**src/rtl/window_scan_ctrl.sv**
```systemverilog
// Kernel-window scan sequencer: walks orow/ocol/kr/kc and issues one tap per accepted cycle.
// Optional macro WINDOW_SCAN_ABORT_EN adds an abort input that ends a scan early.
module window_scan_ctrl #(
  parameter int IMG_W = 28,
  parameter int IMG_H = 28,
  parameter int K     = 5,
  parameter int AW    = 10,
  localparam int OW   = IMG_W - K + 1,
  localparam int OH   = IMG_H - K + 1,
  localparam int WW   = (K * K > 1) ? $clog2(K * K) : 1,
  localparam int RW   = (OH > 1) ? $clog2(OH) : 1,
  localparam int CW   = (OW > 1) ? $clog2(OW) : 1,
  localparam int KW   = (K > 1) ? $clog2(K) : 1
) (
  input  logic          clk,
  input  logic          rst,
  input  logic          start,
`ifdef WINDOW_SCAN_ABORT_EN
  input  logic          abort,
`endif
  output logic          busy,
  output logic          done,
  output logic          tap_valid,
  input  logic          tap_ready,
  output logic [AW-1:0] tap_addr,
  output logic [WW-1:0] tap_widx,
  output logic          tap_first,
  output logic          tap_last,
  output logic [RW-1:0] out_row,
  output logic [CW-1:0] out_col
);

  localparam logic [1:0] S_IDLE = 2'd0;
  localparam logic [1:0] S_RUN  = 2'd1;
  localparam logic [1:0] S_DONE = 2'd2;

  logic [1:0]    state;
  logic [KW-1:0] kc;
  logic [KW-1:0] kr;
  logic [AW-1:0] base;      // address of the window's top-left pixel
  logic [AW-1:0] row_base;  // base + kr*IMG_W
  logic          abort_req;
  logic          kc_end;
  logic          kr_end;
  logic          col_end;
  logic          row_end;
  logic          scan_end;

`ifdef WINDOW_SCAN_ABORT_EN
  assign abort_req = abort;
`else
  assign abort_req = 1'b0;
`endif

  assign kc_end   = (kc == KW'(K - 1));
  assign kr_end   = (kr == KW'(K - 1));
  assign col_end  = (out_col == CW'(OW - 1));
  assign row_end  = (out_row == RW'(OH - 1));
  assign scan_end = kc_end && kr_end && col_end && row_end;

  // Handshake: a tap transfers on any edge where tap_valid && tap_ready; tap
  // outputs come only from registers, so they hold while tap_ready is low.
  assign busy      = (state != S_IDLE);
  assign done      = (state == S_DONE);
  assign tap_valid = (state == S_RUN);
  assign tap_first = tap_valid && (kr == '0) && (kc == '0);
  assign tap_last  = tap_valid && kc_end && kr_end;

  always_ff @(posedge clk) begin
    if (rst) begin
      state    <= S_IDLE;
      kc       <= '0;
      kr       <= '0;
      out_row  <= '0;
      out_col  <= '0;
      tap_widx <= '0;
      tap_addr <= '0;
      base     <= '0;
      row_base <= '0;
    end else begin
      case (state)
        S_IDLE: begin
          if (start) begin
            state    <= S_RUN;
            kc       <= '0;
            kr       <= '0;
            out_row  <= '0;
            out_col  <= '0;
            tap_widx <= '0;
            tap_addr <= '0;
            base     <= '0;
            row_base <= '0;
          end
        end
        S_RUN: begin
          if (abort_req) begin
            state <= S_DONE;
          end else if (tap_ready) begin
            if (scan_end) begin
              state <= S_DONE;
            end else if (!kc_end) begin
              kc       <= kc + KW'(1);
              tap_widx <= tap_widx + WW'(1);
              tap_addr <= tap_addr + AW'(1);
            end else if (!kr_end) begin
              kc       <= '0;
              kr       <= kr + KW'(1);
              tap_widx <= tap_widx + WW'(1);
              row_base <= row_base + AW'(IMG_W);
              tap_addr <= row_base + AW'(IMG_W);
            end else if (!col_end) begin
              kc       <= '0;
              kr       <= '0;
              tap_widx <= '0;
              out_col  <= out_col + CW'(1);
              base     <= base + AW'(1);
              row_base <= base + AW'(1);
              tap_addr <= base + AW'(1);
            end else begin
              // Last column is IMG_W-K, so adding K lands on the next row's column 0.
              kc       <= '0;
              kr       <= '0;
              tap_widx <= '0;
              out_col  <= '0;
              out_row  <= out_row + RW'(1);
              base     <= base + AW'(K);
              row_base <= base + AW'(K);
              tap_addr <= base + AW'(K);
            end
          end
        end
        S_DONE: begin
          state <= S_IDLE;
        end
        default: begin
          state <= S_IDLE;
        end
      endcase
    end
  end

endmodule

```
**config.mk**
```make
export PLATFORM = sky130hd
export DESIGN_NAME = window_scan_ctrl
export DESIGN_NICKNAME = d
export VERILOG_FILES = /design/src/rtl/window_scan_ctrl.sv
export SDC_FILE = /design/constraint.sdc
export NUM_CORES = 1
export LEC_CHECK = 0
export CORE_ASPECT_RATIO = 0.9
export CORE_MARGIN = 2
export CORE_UTILIZATION = 50
export CTS_BUF_LIST = sky130_fd_sc_hd__clkbuf_16
export DETAILED_ROUTE_END_ITERATION = 8
export DONT_BUFFER_PORTS = 1
export GPL_ROUTABILITY_DRIVEN = 0
export SLEW_MARGIN = 20
export SYNTH_ARGS = -nofsm -noshare
export SYNTH_HDL_FRONTEND = slang
export SYNTH_SLANG_ARGS = --single-unit
```
**constraint.sdc**
```tcl
create_clock -name clk -period 5 [get_ports clk]
set_input_delay 0.25 -clock clk [delete_from_list [all_inputs] [get_ports clk]]
set_output_delay 0.25 -clock clk [all_outputs]
set_load 0.02 [all_outputs]
```
======== Yosys cells after proc, flatten, opt, wreduce, memory -nomap -nowiden ========
Index checks and enable logic that the tools add are counted.
storage, ports and cells
  register bits after elaboration ......... 53
  latch bits .............................. 0
  RAM bits ................................ 0
  ROM bits ................................ 0
  output and inout port bits .............. 30
  memories ................................ 0
operators by class
  $add $sub $neg .......................... 9
  multiply operators ...................... 0
  div/mod/pow operators ................... 0
  order comparisons ....................... 0
  eq/ne operators ......................... 13
  shift operators ......................... 0
  mux-type cells .......................... 48
  bitwise gates (word level) .............. 0
  reductions and logical operators ........ 17
operators with widths
  kind                     number
  $mux W10                 13
  $mux W5                  15
  $pmux W10 S2             3
  $pmux W5 S2              3
  $mux W3                  8
  $add A10 B1 Y10 const B  2
  $add A5 B1 Y5 const B    3
  $pmux W3 S2              2
  $add A10 B3 Y10 const B  1
  $add A10 B5 Y10 const B  1
  $eq A5 B5 Y1 const B     2
  $ne A2 B1 Y1 const B     5
  $logic_and A1 B1 Y1      7
  $reduce_and A7 Y1        1
  $add A3 B1 Y3 const B    2
  $eq A3 B3 Y1 const B     2
  $logic_not A3 Y1         2
  $mux W2                  3
  $reduce_and A6 Y1        1
  $reduce_and A5 Y1        1
  $ne A2 B2 Y1 const B     2
  $pmux W2 S2              1
  $reduce_and A4 Y1        1
  $reduce_bool A2 Y1       2
  4 further kinds          4

======== Logic depth before layout (Yosys ltp) ========
  depth in word-level cells ............... 7
  gate-level depth with buffers ........... 9
  depth with buffers taken out ............ 9

======== Worst setup path after synthesis ========
Ideal clock, no wire load.
  kind .................................... reg2reg
  from .................................... register out_col[0]
  to ...................................... register tap_addr[7]
  setup time .............................. 92 ps
  arrival ................................. 2,371 ps
  slack ................................... 2,537 ps
  cell stages (with the launch flop) ...... 10
  buffers on the path ..................... 0
  cell sequence ........................... dfxtp_1 -> ha_1 -> nand4b_4 -> inv_1 -> ha_1 -> a31oi_1 -> nor3_1 -> xnor2_1 -> o221a_2 -> nor4_1
on the way
  word-level cells in the longest chain between the ends .. 7
RTL lines
  element                   RTL line  source
  start: declaration        30        output logic [CW-1:0] out_col
  start signal: assignment  115       out_col <= out_col + CW'(1);
  $eq A5 B5 Y1 *            57        assign col_end = (out_col == CW'(OW - 1));
  $mux W10                  111       end else if (!col_end) begin
  $mux W10                  105       end else if (!kr_end) begin
  $mux W10                  101       end else if (!kc_end) begin
  $mux W10                  99        if (scan_end) begin
  $mux W10                  98        end else if (tap_ready) begin
  $pmux W10 S2              81        case (state)
  end signal: assignment    104       tap_addr <= tap_addr + AW'(1);
  end signal: assignment    110       tap_addr <= row_base + AW'(IMG_W);
  end signal: assignment    118       tap_addr <= base + AW'(1);
  end: declaration          25        output logic [AW-1:0] tap_addr,
Every way passes the cells marked *; elsewhere a longest branch is shown, timed or not. The select of a mux whose other input is x is not followed.
A chain may end at the register's enable or synchronous reset.

======== Worst setup path in the final report ========
  from .................................... register state[0]
  to ...................................... output port tap_first
on the way
  word-level cells in the longest chain between the ends .. 3
RTL lines
  element                            RTL line  source
  start: declaration                 37        logic [1:0] state;
  start signal: assignment           71        state <= S_IDLE;
  start signal: assignment           84        state <= S_RUN;
  start signal: assignment           97        state <= S_DONE;
  $eq A2 B1 Y1                       65        assign tap_valid = (state == S_RUN);
  $logic_and A1 B1 Y1 (2 in series)  66        assign tap_first = tap_valid && (kr == '0) && (kc == '0);
  end: declaration                   27        output logic tap_first,
Every way passes these cells.

==> qor.csv <==
stage;metric;value;unit
outcome;status;finished, violations left;
outcome;failing checks;DRC;
timing;Slew headroom;31.2;%
worst_hold_path;Hold Crit Class;in2reg;
setup_path;crit start category;flop;
synth;Post-synth EDFFs;0;
synth;FFs w/ async S/R, synth;0;%
synth;sequential fraction of the synthesis area;35.3;%
cts;CTS Buffer Depth;2;
route;DR iter-0 viols;178;
timing;Final Skew;0.00958;ns
route;first-pass iteration count of the detailed router;8;
synth;Post-Syn Instances;359;
timing;PnR worst setup slack;2.23;ns
timing;Worst-Margin Slew;1.02;ns
synth;Yosys warnings;0;
floorplan;IO Pins;34;
route;Routed WL;7810;um
setup_path;sequence of cells on the critical path;nand2b_1 -> nor4_1;
worst_hold_path;min-delay src;rst;
global_route;routing usage on met2;33.2;%
floorplan;Die ar.;0.00665;mm^2
setup_path;FF-to-FF Start;out_col[0]$_SDFFE_PP0P_;
setup_path;data arrival time of the worst path;2.52;ns
worst_hold_path;hold path endpoint;out_row[1]$_SDFFE_PP0P_;
timing;crit share post-route;55.4;%
layout;Layout fillers;525;
synth;Post-Syn Nets;374;
synth;Synth cell types;64;
global_route;met3 Track Usage GR;5.43;%
placed_design;placed cells;414;
layout;register area;0.00106;mm^2
cts;post-CTS setup buffers;0;
layout;synth-to-layout area growth;4.87;%
global_route;total global-route track usage;24.2;%
cts;clock latency on the worst-skew pair;0.29;ns
setup_path;critical path class;reg2out;
cts;Clock Sinks;53;
global_route;largest net degree at the start of global routing;31;
layout;area occupied by multi-input gates;0.00181;mm^2
layout;# nets final;366;
route;DRC violations left;4;
timing;final count of hold timing violations;0;
floorplan;Die Y;77.6;um
setup_path;max incr delay on CP;0.98;ns
setup_path;Max FO, Critical Path;15;
pwr;Max VDD drop;184;uV
layout;final std cells w/o fill;422;
floorplan;core area;0.00576;mm^2
global_route;GRT busiest layer;met1;
synth;Post-Syn Area;0.00301;mm^2
floorplan;Starting Density;52.2;%
pwr;total power;0.899;mW
layout;layout cells sized above 1;8.24;%
setup_path;reg2reg setup slack;2.23;ns
setup_path;FF-to-FF End;tap_addr[7]$_SDFFE_PP0P_;
job;max_cap viols;0;
placed_design;port buffer count;0;
synth;flops & latches, synth;53;
cts;Root Driver;clkbuf_16;
global_route;grt ovf;0;
placed_design;DP HPWL;5560;um
route;Wirelength per Cell;18.5;um
worst_hold_path;Hold Crit Depth;1;
timing;Setup TNS;0;ns
global_route;vias in the first global route;2418;
floorplan;Die W;85.7;um
cts;H-tree lvl count;2;
cts;cts bufs inserted;5;
pwr;leakage;1.18;nW
route;Antenna Nets Post-Route;0;
global_route;initial antenna violation count;0;
synth;Mapped Avg Cell Area;8.37;um^2
timing;setup violators final;0;
setup_path;crit end category;output port;
cts;CTS tree;built;
timing;highest clock rate;361;MHz
route;Via density;6.24;
pwr;pwr dens;285;mW/mm^2
layout;Diodes inserted;0;
setup_path;Worst Reg-to-Reg Cells;9;
cts;Reg clk slew, reported paths;0.07;ns
synth;ys flop type;dfxtp_1;
timing;Pins Over Slew Limit;0;
cts;CTS resizes;0;
placed_design;DP Worst Slack;2.25;ns
timing;RSZ-0062 raised after global routing;false;
global_route;routing usage on met1;36.1;%
route;via count;2634;
cts;Hold Buf Count CTS;0;
setup_path;WP data required;4.75;ns
floorplan;num rows;26;
timing;clock period minus worst slack;2.77;ns
global_route;first-pass GRT wire length;12700;um
setup_path;crit path max-delay cell type;nor4_1;
## worst max-delay path by stage
| stage | slack, ns | from | endpoint |
|---|---|---|---|
| 4_1_cts | 2.22 | state[0]$_SDFFE_PP0P_ | tap_first |
| 2_1_floorplan | 2.54 | out_col[0]$_SDFFE_PP0P_ | tap_addr[7]$_SDFFE_PP0P_ |
| 3_5_place_dp | 2.25 | out_col[0]$_SDFFE_PP0P_ | tap_addr[7]$_SDFFE_PP0P_ |
| 6_report | 2.23 | state[0]$_SDFFE_PP0P_ | tap_first |
| 5_1_grt | 2.04 | out_col[0]$_SDFFE_PP0P_ | tap_addr[7]$_SDFFE_PP0P_ |
| 3_3_place_gp | 2.34 | out_col[0]$_SDFFE_PP0P_ | tap_addr[7]$_SDFFE_PP0P_ |
## Yosys cell counts (2+ instances only)
cell,instances,share of area (%)
a211oi_1,4,1.0
a211oi_4,2,1.3
a21boi_0,5,1.2
a21o_1,4,1.0
a21oi_1,24,4.0
a21oi_2,2,0.58
a22o_1,3,0.87
a31oi_1,5,1.0
and2_1,4,0.83
and3_1,2,0.42
buf_2,4,0.67
buf_6,3,1.1
clkbuf_1,8,1.0
dfxtp_1,53,35
ha_1,11,4.6
inv_1,13,1.6
mux2i_1,5,1.7
nand2_1,39,4.9
nand2b_1,4,0.83
nand3_1,20,3.3
nand3b_1,2,0.50
nand4_1,6,1.2
nand4b_1,2,0.58
nor2_1,31,3.9
nor2b_1,3,0.62
nor3_1,16,2.7
nor4_1,7,1.5
o211a_1,2,0.67
o21ai_0,17,2.8
o21ai_1,4,0.67
o31a_1,2,0.58
o31ai_1,2,0.50
or3_1,7,1.5
xnor2_1,11,3.2
xor2_1,3,0.87
## final cells by class
class / instances / area share [%]
multi-input combinational: 277 / 57.4
sequential: 53 / 33.7
clock buffer: 5 / 3.97
tap: 70 / 2.78
inverter: 14 / 1.67
clock inverter: 3 / 0.556
## sequential cells by signal (all words and copies together), names as in the netlist
| signal | flops |
|---|---|
| row_base | 10 |
| state | 2 |
| kc | 3 |
| tap_widx | 5 |
| out_col | 5 |
| tap_addr | 10 |
| kr | 3 |
| base | 10 |
| out_row | 5 |
## stage by stage
step	util (%)	hold slack (ns)	cell area, um^2
after global routing	54.7	0.00966	3150
after floorplan	-	0.404	3010
after detailed placement	52.3	0.324	3010
final	54.7	0.0233	3150
after CTS	54.7	0.0121	3150
after global placement	52.3	0.326	3010
## logic make-up (layout without fill, tap and decap cells)
| group | Yosys count | in the layout | synth area share [%] |
|---|---|---|---|
| simple gates | 156 | 156 | 27.8 |
| compound gates | 91 | 91 | 22.0 |
| flops | 53 | 53 | 35.3 |
| buf+inv | 29 | 22 | 4.54 |
| xor+xnor | 14 | 14 | 4.08 |
| fa+ha+maj | 11 | 11 | 4.58 |
| mux | 5 | 5 | 1.67 |
## cell usage in the layout (no fill, tap or decap), drive strengths merged, types with 3 or more instances in the layout
master,count
nand2,40
nand4b,3
ha,11
nor3,17
mux2i,5
dfxtp,53
o21ai,22
inv,14
a21oi,26
a21boi,5
nand2b,4
nor2b,3
o31ai,3
xnor2,11
nand4,6
nor2,32
a22o,3
or3,8
xor2,3
a211oi,6
a31oi,6
clkbuf,5
nand3,20
and3,3
and2,4
a21o,4
nor4,9
## critical path: cells and delay by family, from the launching register on
family | cells | cell delay, ns
simple gates | 2 | 1.52
flops | 1 | 0.70
## layer usage
layer	routed length [um]	up-vias
met5	0	-
met3	448	11
li1	-	1291
met4	136	0
met1	3920	1247
met2	3310	85
## where the power goes
group	switching (mW)	leakage (nW)	internal, mW
registers	0.0195	0.430	0.434
logic	0.0710	0.678	0.0340
clock network	0.157	0.0696	0.184
Power figures use the tool's default switching activity.
